===== src/rtl/cc_matrix_scan_pkg.sv =====
// Shared types and constants for the 8x8 LED matrix row scanner.
package cc_matrix_scan_pkg;

  typedef enum logic [1:0] {
    IDLE  = 2'd0,
    SCAN  = 2'd1,
    BLANK = 2'd2
  } scan_state_e;

  localparam int         ROW_COUNT = 8;
  localparam logic [2:0] FIRST_ROW = 3'd7;

endpackage


===== src/rtl/cc_scan_prescaler.sv =====
// Loadable down-counter with sync clear; tc_o pulses while enabled at zero.
// The owner reloads it on tc_o, so one instance times both lit rows and blanking.
module cc_scan_prescaler #(
  parameter int W = 16
) (
  input  logic         clk_i,
  input  logic         rst_i,
  input  logic         clr_i,
  input  logic         load_i,
  input  logic [W-1:0] load_val_i,
  input  logic         en_i,
  output logic         tc_o
);

  logic [W-1:0] cnt_q, cnt_d;

  always_comb begin
    cnt_d = cnt_q;
    if (clr_i) begin
      cnt_d = '0;
    end else if (load_i) begin
      cnt_d = load_val_i;
    end else if (en_i) begin
      cnt_d = cnt_q - 1'b1;
    end
  end

  always_ff @(posedge clk_i) begin
    if (rst_i) begin
      cnt_q <= '0;
    end else begin
      cnt_q <= cnt_d;
    end
  end

  assign tc_o = en_i && (cnt_q == '0);

endmodule


===== src/rtl/cc_matrix_scan.sv =====
// Row-multiplexed 8x8 LED driver with tear-free frame promotion at the frame wrap.
// Optional blanking between rows when CC_MATRIX_SCAN_BLANK_EN is defined.
module cc_matrix_scan
  import cc_matrix_scan_pkg::*;
#(
  parameter int CLK_DIV      = 50000,
  parameter int BLANK_CYCLES = 16
) (
  input  logic       matrix_scan_CLOCK_50,
  input  logic       matrix_scan_RESET_InHigh,
  input  logic [7:0] matrix_scan_fila7_bus_in,
  input  logic [7:0] matrix_scan_fila6_bus_in,
  input  logic [7:0] matrix_scan_fila5_bus_in,
  input  logic [7:0] matrix_scan_fila4_bus_in,
  input  logic [7:0] matrix_scan_fila3_bus_in,
  input  logic [7:0] matrix_scan_fila2_bus_in,
  input  logic [7:0] matrix_scan_fila1_bus_in,
  input  logic [7:0] matrix_scan_fila0_bus_in,
  input  logic       matrix_scan_load_In,
  input  logic       matrix_scan_enable_In,
  output logic [7:0] matrix_scan_row_bus_out,
  output logic [7:0] matrix_scan_col_bus_out,
  output logic       matrix_scan_frame_done_out,
  output logic       matrix_scan_pending_out
);

  // Counter is sized for the longer of the two intervals it may time.
  localparam int PW = (CLK_DIV > BLANK_CYCLES) ? $clog2(CLK_DIV) : $clog2(BLANK_CYCLES);
  localparam logic [PW-1:0] ROW_LOAD = PW'(CLK_DIV - 1);
`ifdef CC_MATRIX_SCAN_BLANK_EN
  localparam logic [PW-1:0] BLANK_LOAD = PW'(BLANK_CYCLES - 1);
`endif

  scan_state_e                  state_q, state_d;
  logic [2:0]                   row_q, row_d;
  logic [ROW_COUNT-1:0][7:0]    active_q, active_d, pending_q, pending_d, in_frame;
  logic                         pvld_q, pvld_d;
  logic [7:0]                   row_bus_q, row_bus_d, col_q, col_d;
  logic                         fd_q, wrap;
  logic                         pre_clr, pre_load, pre_en, pre_tc;
  logic [PW-1:0]                pre_val;

  assign in_frame = {matrix_scan_fila7_bus_in, matrix_scan_fila6_bus_in,
                     matrix_scan_fila5_bus_in, matrix_scan_fila4_bus_in,
                     matrix_scan_fila3_bus_in, matrix_scan_fila2_bus_in,
                     matrix_scan_fila1_bus_in, matrix_scan_fila0_bus_in};

  cc_scan_prescaler #(.W(PW)) u_prescaler (
    .clk_i      (matrix_scan_CLOCK_50),
    .rst_i      (matrix_scan_RESET_InHigh),
    .clr_i      (pre_clr),
    .load_i     (pre_load),
    .load_val_i (pre_val),
    .en_i       (pre_en),
    .tc_o       (pre_tc)
  );

  always_comb begin
    state_d  = state_q;
    row_d    = row_q;
    pre_clr  = 1'b0;
    pre_load = 1'b0;
    pre_en   = 1'b0;
    pre_val  = ROW_LOAD;
    wrap     = 1'b0;
    case (state_q)
      IDLE: begin
        row_d   = FIRST_ROW;
        pre_clr = 1'b1;
        if (matrix_scan_enable_In) begin
          state_d  = SCAN;
          pre_clr  = 1'b0;
          pre_load = 1'b1;
        end
      end
      SCAN: begin
        pre_en = 1'b1;
        if (pre_tc) begin
          pre_load = 1'b1;
`ifdef CC_MATRIX_SCAN_BLANK_EN
          state_d = BLANK;
          pre_val = BLANK_LOAD;
`else
          row_d = row_q - 3'd1;
          wrap  = (row_q == 3'd0);
`endif
        end
      end
`ifdef CC_MATRIX_SCAN_BLANK_EN
      BLANK: begin
        pre_en = 1'b1;
        if (pre_tc) begin
          state_d  = SCAN;
          pre_load = 1'b1;
          row_d    = row_q - 3'd1;
          wrap     = (row_q == 3'd0);
        end
      end
`endif
      default: state_d = IDLE;
    endcase
    // Dropping enable wins over everything and forfeits any pending wrap.
    if (!matrix_scan_enable_In) begin
      state_d  = IDLE;
      row_d    = FIRST_ROW;
      wrap     = 1'b0;
      pre_load = 1'b0;
      pre_clr  = 1'b1;
    end
  end

  always_comb begin
    active_d  = active_q;
    pending_d = pending_q;
    pvld_d    = pvld_q;
    if (matrix_scan_load_In && (state_q == IDLE)) begin
      active_d = in_frame;
    end else if (wrap) begin
      pvld_d = 1'b0;
      if (matrix_scan_load_In) begin
        active_d = in_frame;
      end else if (pvld_q) begin
        active_d = pending_q;
      end
    end else if (matrix_scan_load_In) begin
      pending_d = in_frame;
      pvld_d    = 1'b1;
    end
  end

  // Outputs are registered from next-state so they line up with the lit row.
  always_comb begin
    row_bus_d = 8'd0;
    col_d     = 8'd0;
    if (state_d == SCAN) begin
      row_bus_d = 8'd1 << row_d;
      col_d     = active_d[row_d];
    end
  end

  always_ff @(posedge matrix_scan_CLOCK_50) begin
    if (matrix_scan_RESET_InHigh) begin
      state_q   <= IDLE;
      row_q     <= FIRST_ROW;
      active_q  <= '0;
      pending_q <= '0;
      pvld_q    <= 1'b0;
      row_bus_q <= 8'd0;
      col_q     <= 8'd0;
      fd_q      <= 1'b0;
    end else begin
      state_q   <= state_d;
      row_q     <= row_d;
      active_q  <= active_d;
      pending_q <= pending_d;
      pvld_q    <= pvld_d;
      row_bus_q <= row_bus_d;
      col_q     <= col_d;
      fd_q      <= wrap;
    end
  end

  assign matrix_scan_row_bus_out    = row_bus_q;
  assign matrix_scan_col_bus_out    = col_q;
  assign matrix_scan_frame_done_out = fd_q;
  assign matrix_scan_pending_out    = pvld_q;

endmodule


===== config.mk =====
export PLATFORM = sky130hd
export DESIGN_NAME = cc_matrix_scan
export DESIGN_NICKNAME = d
export VERILOG_FILES = /design/src/rtl/cc_matrix_scan_pkg.sv /design/src/rtl/cc_scan_prescaler.sv /design/src/rtl/cc_matrix_scan.sv
export SDC_FILE = /design/constraint.sdc
export NUM_CORES = 1
export LEC_CHECK = 0
export ABC_AREA = 1
export CAP_MARGIN = 5
export CORE_MARGIN = 2
export CORE_UTILIZATION = 25
export DETAILED_ROUTE_END_ITERATION = 8
export PLACE_DENSITY_LB_ADDON = 0.1
export RECOVER_POWER = 100
export SLEW_MARGIN = 25
export SYNTH_ARGS = -nofsm -noshare
export SYNTH_HDL_FRONTEND = slang
export SYNTH_SLANG_ARGS = --single-unit

===== constraint.sdc =====
create_clock -name matrix_scan_CLOCK_50 -period 4.4 [get_ports matrix_scan_CLOCK_50]
set_clock_uncertainty 0.05 [all_clocks]
set_input_delay 0.66 -clock matrix_scan_CLOCK_50 [delete_from_list [all_inputs] [get_ports matrix_scan_CLOCK_50]]
set_output_delay 0.66 -clock matrix_scan_CLOCK_50 [all_outputs]
set_load 0.02 [all_outputs]

==> metrics.md <==
| Metric | Value |
|---|---|
| Outcome | finished with violations |
| Failing checks | max-capacitance violations, max-slew violations |
| Hold Buf Count CTS | 0 |
| Via Count | 9,081 |
| Setup violations, final | 0 |
| CTS root buf | clkbuf_16 |
| Yosys warns | 0 |
| CP max FO | 31 |
| Setup ws final | 0.838 ns |
| Number of global-route vias before repair | 8,716 |
| Post-Synth Adder-Cell Area | 0.00554 |
| Critical R2R Capture | matrix_scan_col_bus_out[7]$_SDFF_PP0_ |
| Largest family of logic cells by synthesized area | simple AND/OR/NAND/NOR gates |
| RSZ-0062 raised after global routing | false |
| Hold Slack | 0.402 ns |
| Slowest stage delay, CP | 0.90 ns |
| Post-synthesis mux area share | 0.00887 |
| Largest area contributor in the netlist | dfxtp_1 |
| Slew Limit Fails | 18 |
| Mapped Area | 9030 um2 |
| Global-route wire length before repair | 50.4 mm |
| Fillers | 3,993 |
| WHS Path Cells | 2 |
| Largest net degree at the start of global routing | 86 |
| Reg-to-reg startpoint | state_q[1]$_SDFF_PP0_ |
| GP Congestion | 0.769 |
| Worst endpoint data arrival time | 3.84 ns |
| Synth area leaders | dfxtp_1 37%, nand2_1 22%, o21ai_0 7.8%, nor2_1 6.2%, nand3_1 5.8% |
| Total Wirelength | 32.1 mm |
| Crit-path slowest cell | inv_1 |
| Compound-cell area share of the yosys netlist | 0.146 |
| Post-route setup TNS | 0 ns |
| P per Cell Area | 365 nW/um2 |
| Reg2reg setup slack | 0.91 ns |
| Worst-Margin Slew | 1.67 ns |
| Total grt overflow | 0 |
| Count of different cell masters after synthesis | 33 |
| Worst IR Drop VDD | 0.000293 V |
| CTS tree | built |
| Post-cts gate resize count | 0 |
| Yosys top cell area share | 0.370 |
| Area Growth Syn to Fin | 20.1% |
| Synthesized netlist cell count | 1,468 |
| Core Region | 35,600 um2 |
| Die area | 37,600 um2 |
| Number of max-cap violations | 1 |
| Register bit total from synthesis | 167 |
| Fin crit share | 0.810 |
| WP data required | 4.68 ns |
| Final number of hold-violating endpoints | 0 |
| DRT antenna net count | 0 |
| Worst hold path endpoint | pending_q[49]$_SDFFE_PP0P_ |
| Ports | 86 |
| DP Worst Slack | 0.885 ns |
| Post-CTS Setup Repair Bufs | 0 |
| Drc violations | 0 |
| Tot GR Track Use | 0.171 |
| Die height | 194 um |
| Initial antenna violation count | 0 |
| Row count | 69 |
| Reg2Reg Depth | 14 |
| CP Launch Type | input pin |
| Share of layout cells above drive strength 1 | 0.0397 |
| DR pass1 iterations | 6 |
| Clock latency on the worst-skew pair | 0.45 ns |
| CTS buffer count | 17 |
| WL per Instance | 16.2 um |
| CTS sink count | 167 |
| CP Capture Type | register |
| Critical-path cell list | dlygate4sd3_1, inv_1, nor3b_4, nand4_4, inv_1, buf_4, nand2_1, nand3_1, nand2_1, nand2_1, nand2_1, o21ai_0, nand2_1 |
| Ant. Diodes | 0 |
| Clock Path Buffers | 2 |
| Fmax | 281 MHz |
| Die X | 194 um |
| Initial Util | 0.254 |
| Hpwl dp | 20.3 mm |
| Simple-gate portion of the synthesized area | 0.371 |
| IO buf count | 85 |
| CP Class | in -> reg |
| Leakage | 5.00 nW |
| Min-delay src | pending_q[49]$_SDFFE_PP0P_ |
| Sequential share of the synthesized area | 0.370 |
| CP most frequent cell | nand2_1 |
| XOR/XNOR Fraction of Synth Area | 0.00291 |
| Slew margin rel. | -0.116 |
| Synth Net Count | 1,540 |
| DR vias/cell | 4.60 |
| Reg clk slew, reported paths | 0.07 ns |
| H-tree levels | 4 |
| Synthesized area per cell | 6.15 um2 |
| Min Tclk post-route | 3.56 ns |
| Final net count | 1,574 |
| Hold WC Path Type | reg -> reg |
| Drt first-iter violations | 522 |
[synthesized netlist by cell type (all sizes together)]
cell    count
o21a        1
nor2      156
mux2i       8
o21ai     153
ha          4
a31oi       5
inv       120
o21bai      8
nand3b      2
dfxtp     167
a21oi      84
xnor2       1
buf        38
o211ai      4
nor4        1
or2         1
nand4      31
nand2     519
nor3        4
xor2        2
conb        1
nor3b       1
clkinv      1
clkbuf     51
nand3     105
[where the power goes]
group	switching [mW]	internal [mW]
logic	0.383	0.202
clock network	0.663	1.09
registers	0.0351	1.59
total	1.08	2.88
[cell usage in the layout (no fill, tap or decap), types with 2 or more instances in the layout]
| cell | Yosys | routed |
|---|---|---|
| nand4_1 | 30 | 30 |
| clkinv_2 | 0 | 2 |
| o21ai_0 | 141 | 146 |
| a21oi_1 | 84 | 84 |
| bufinv_16 | 0 | 6 |
| nor3_1 | 4 | 4 |
| clkdlybuf4s50_1 | 0 | 65 |
| xor2_1 | 2 | 2 |
| dfxtp_1 | 167 | 166 |
| inv_1 | 114 | 116 |
| nand2_1 | 519 | 519 |
| o211ai_1 | 4 | 4 |
| nor2_2 | 5 | 4 |
| nand3b_1 | 2 | 2 |
| o21ai_1 | 12 | 7 |
| nand3_1 | 105 | 105 |
| inv_2 | 6 | 4 |
| ha_1 | 4 | 4 |
| clkbuf_1 | 51 | 4 |
| o21bai_1 | 8 | 8 |
| nor2_1 | 150 | 151 |
| buf_4 | 8 | 17 |
| clkbuf_8 | 0 | 2 |
| dlygate4sd3_1 | 0 | 19 |
| clkbuf_16 | 0 | 17 |
| a31oi_1 | 5 | 5 |
| mux2i_1 | 8 | 8 |
[cell families (layout without fill, tap and decap cells)]
| logic type | Yosys count | after routing |
|---|---|---|
| flip-flops | 167 | 167 |
| other | 1 | 1 |
| adder cells (fa/ha/maj) | 4 | 4 |
| AO/OA/AOI/OAI | 255 | 255 |
| AND/OR/NAND/NOR | 820 | 820 |
| buffers and inverters | 210 | 255 |
| XOR/XNOR | 3 | 3 |
| multiplexers | 8 | 8 |
[metrics by stage]
step	instances	power (mW)	instance area, um2	util
after floorplan	1468	2.03	9030	-
after global routing	1974	4.15	10800	0.305
after CTS	1974	4.02	10900	0.305
final	1974	3.96	10800	0.305
after global placement	1944	2.25	10200	0.287
after detailed placement	1944	2.26	10200	0.287
[worst max-delay path by stage]
stage / endpoint / cells after the start / start / slack [ns]
floorplan: matrix_scan_col_bus_out[6]$_SDFF_PP0_ / 12 / matrix_scan_load_In / 2.25
global placement: pending_q[15]$_SDFFE_PP0P_ / 9 / matrix_scan_enable_In / 0.75
detailed placement: matrix_scan_col_bus_out[3]$_SDFF_PP0_ / 13 / matrix_scan_load_In / 0.88
CTS: matrix_scan_pending_out / 2 / matrix_scan_pending_out$_SDFFE_PP0P_ / 1.34
global route: matrix_scan_col_bus_out[7]$_SDFF_PP0_ / 13 / matrix_scan_enable_In / 0.55
finish: matrix_scan_col_bus_out[7]$_SDFF_PP0_ / 13 / matrix_scan_enable_In / 0.84
[final cells by class]
class | count | area, um2 | area share
Multi-Input combinational cell | 1091 | 4830 | 0.445
Timing Repair Buffer | 104 | 981 | 0.0905
Tap cell | 461 | 577 | 0.0532
Sequential cell | 167 | 3340 | 0.308
Clock inverter | 9 | 198 | 0.0182
Inverter | 121 | 457 | 0.0421
Clock buffer | 21 | 460 | 0.0425
[critical path: cells and delay by family]
| family | cells | cell delay [ns] |
|---|---|---|
| buffers and inverters | 4 | 2.05 |
| and+or+nand+nor | 8 | 0.81 |
| AOI/OAI and AO/OA | 1 | 0.29 |
[state kept, by name, indices dropped and copies added (netlist names)]
register and count:
active_q 64, matrix_scan_col_bus_out 8, matrix_scan_frame_done_out 1, matrix_scan_pending_out 1, matrix_scan_row_bus_out 8, pending_q 64
row_q 3, state_q 2, u_prescaler.cnt_q 16
[metal layers]
layer | wire, um | track usage
met1 | 16100 | 0.240
met5 | 0 | 0
met2 | 14100 | 0.269
met3 | 1300 | 0.0271
met4 | 555 | 0.0505
No activity file was read; power rests on OpenSTA's default activity.
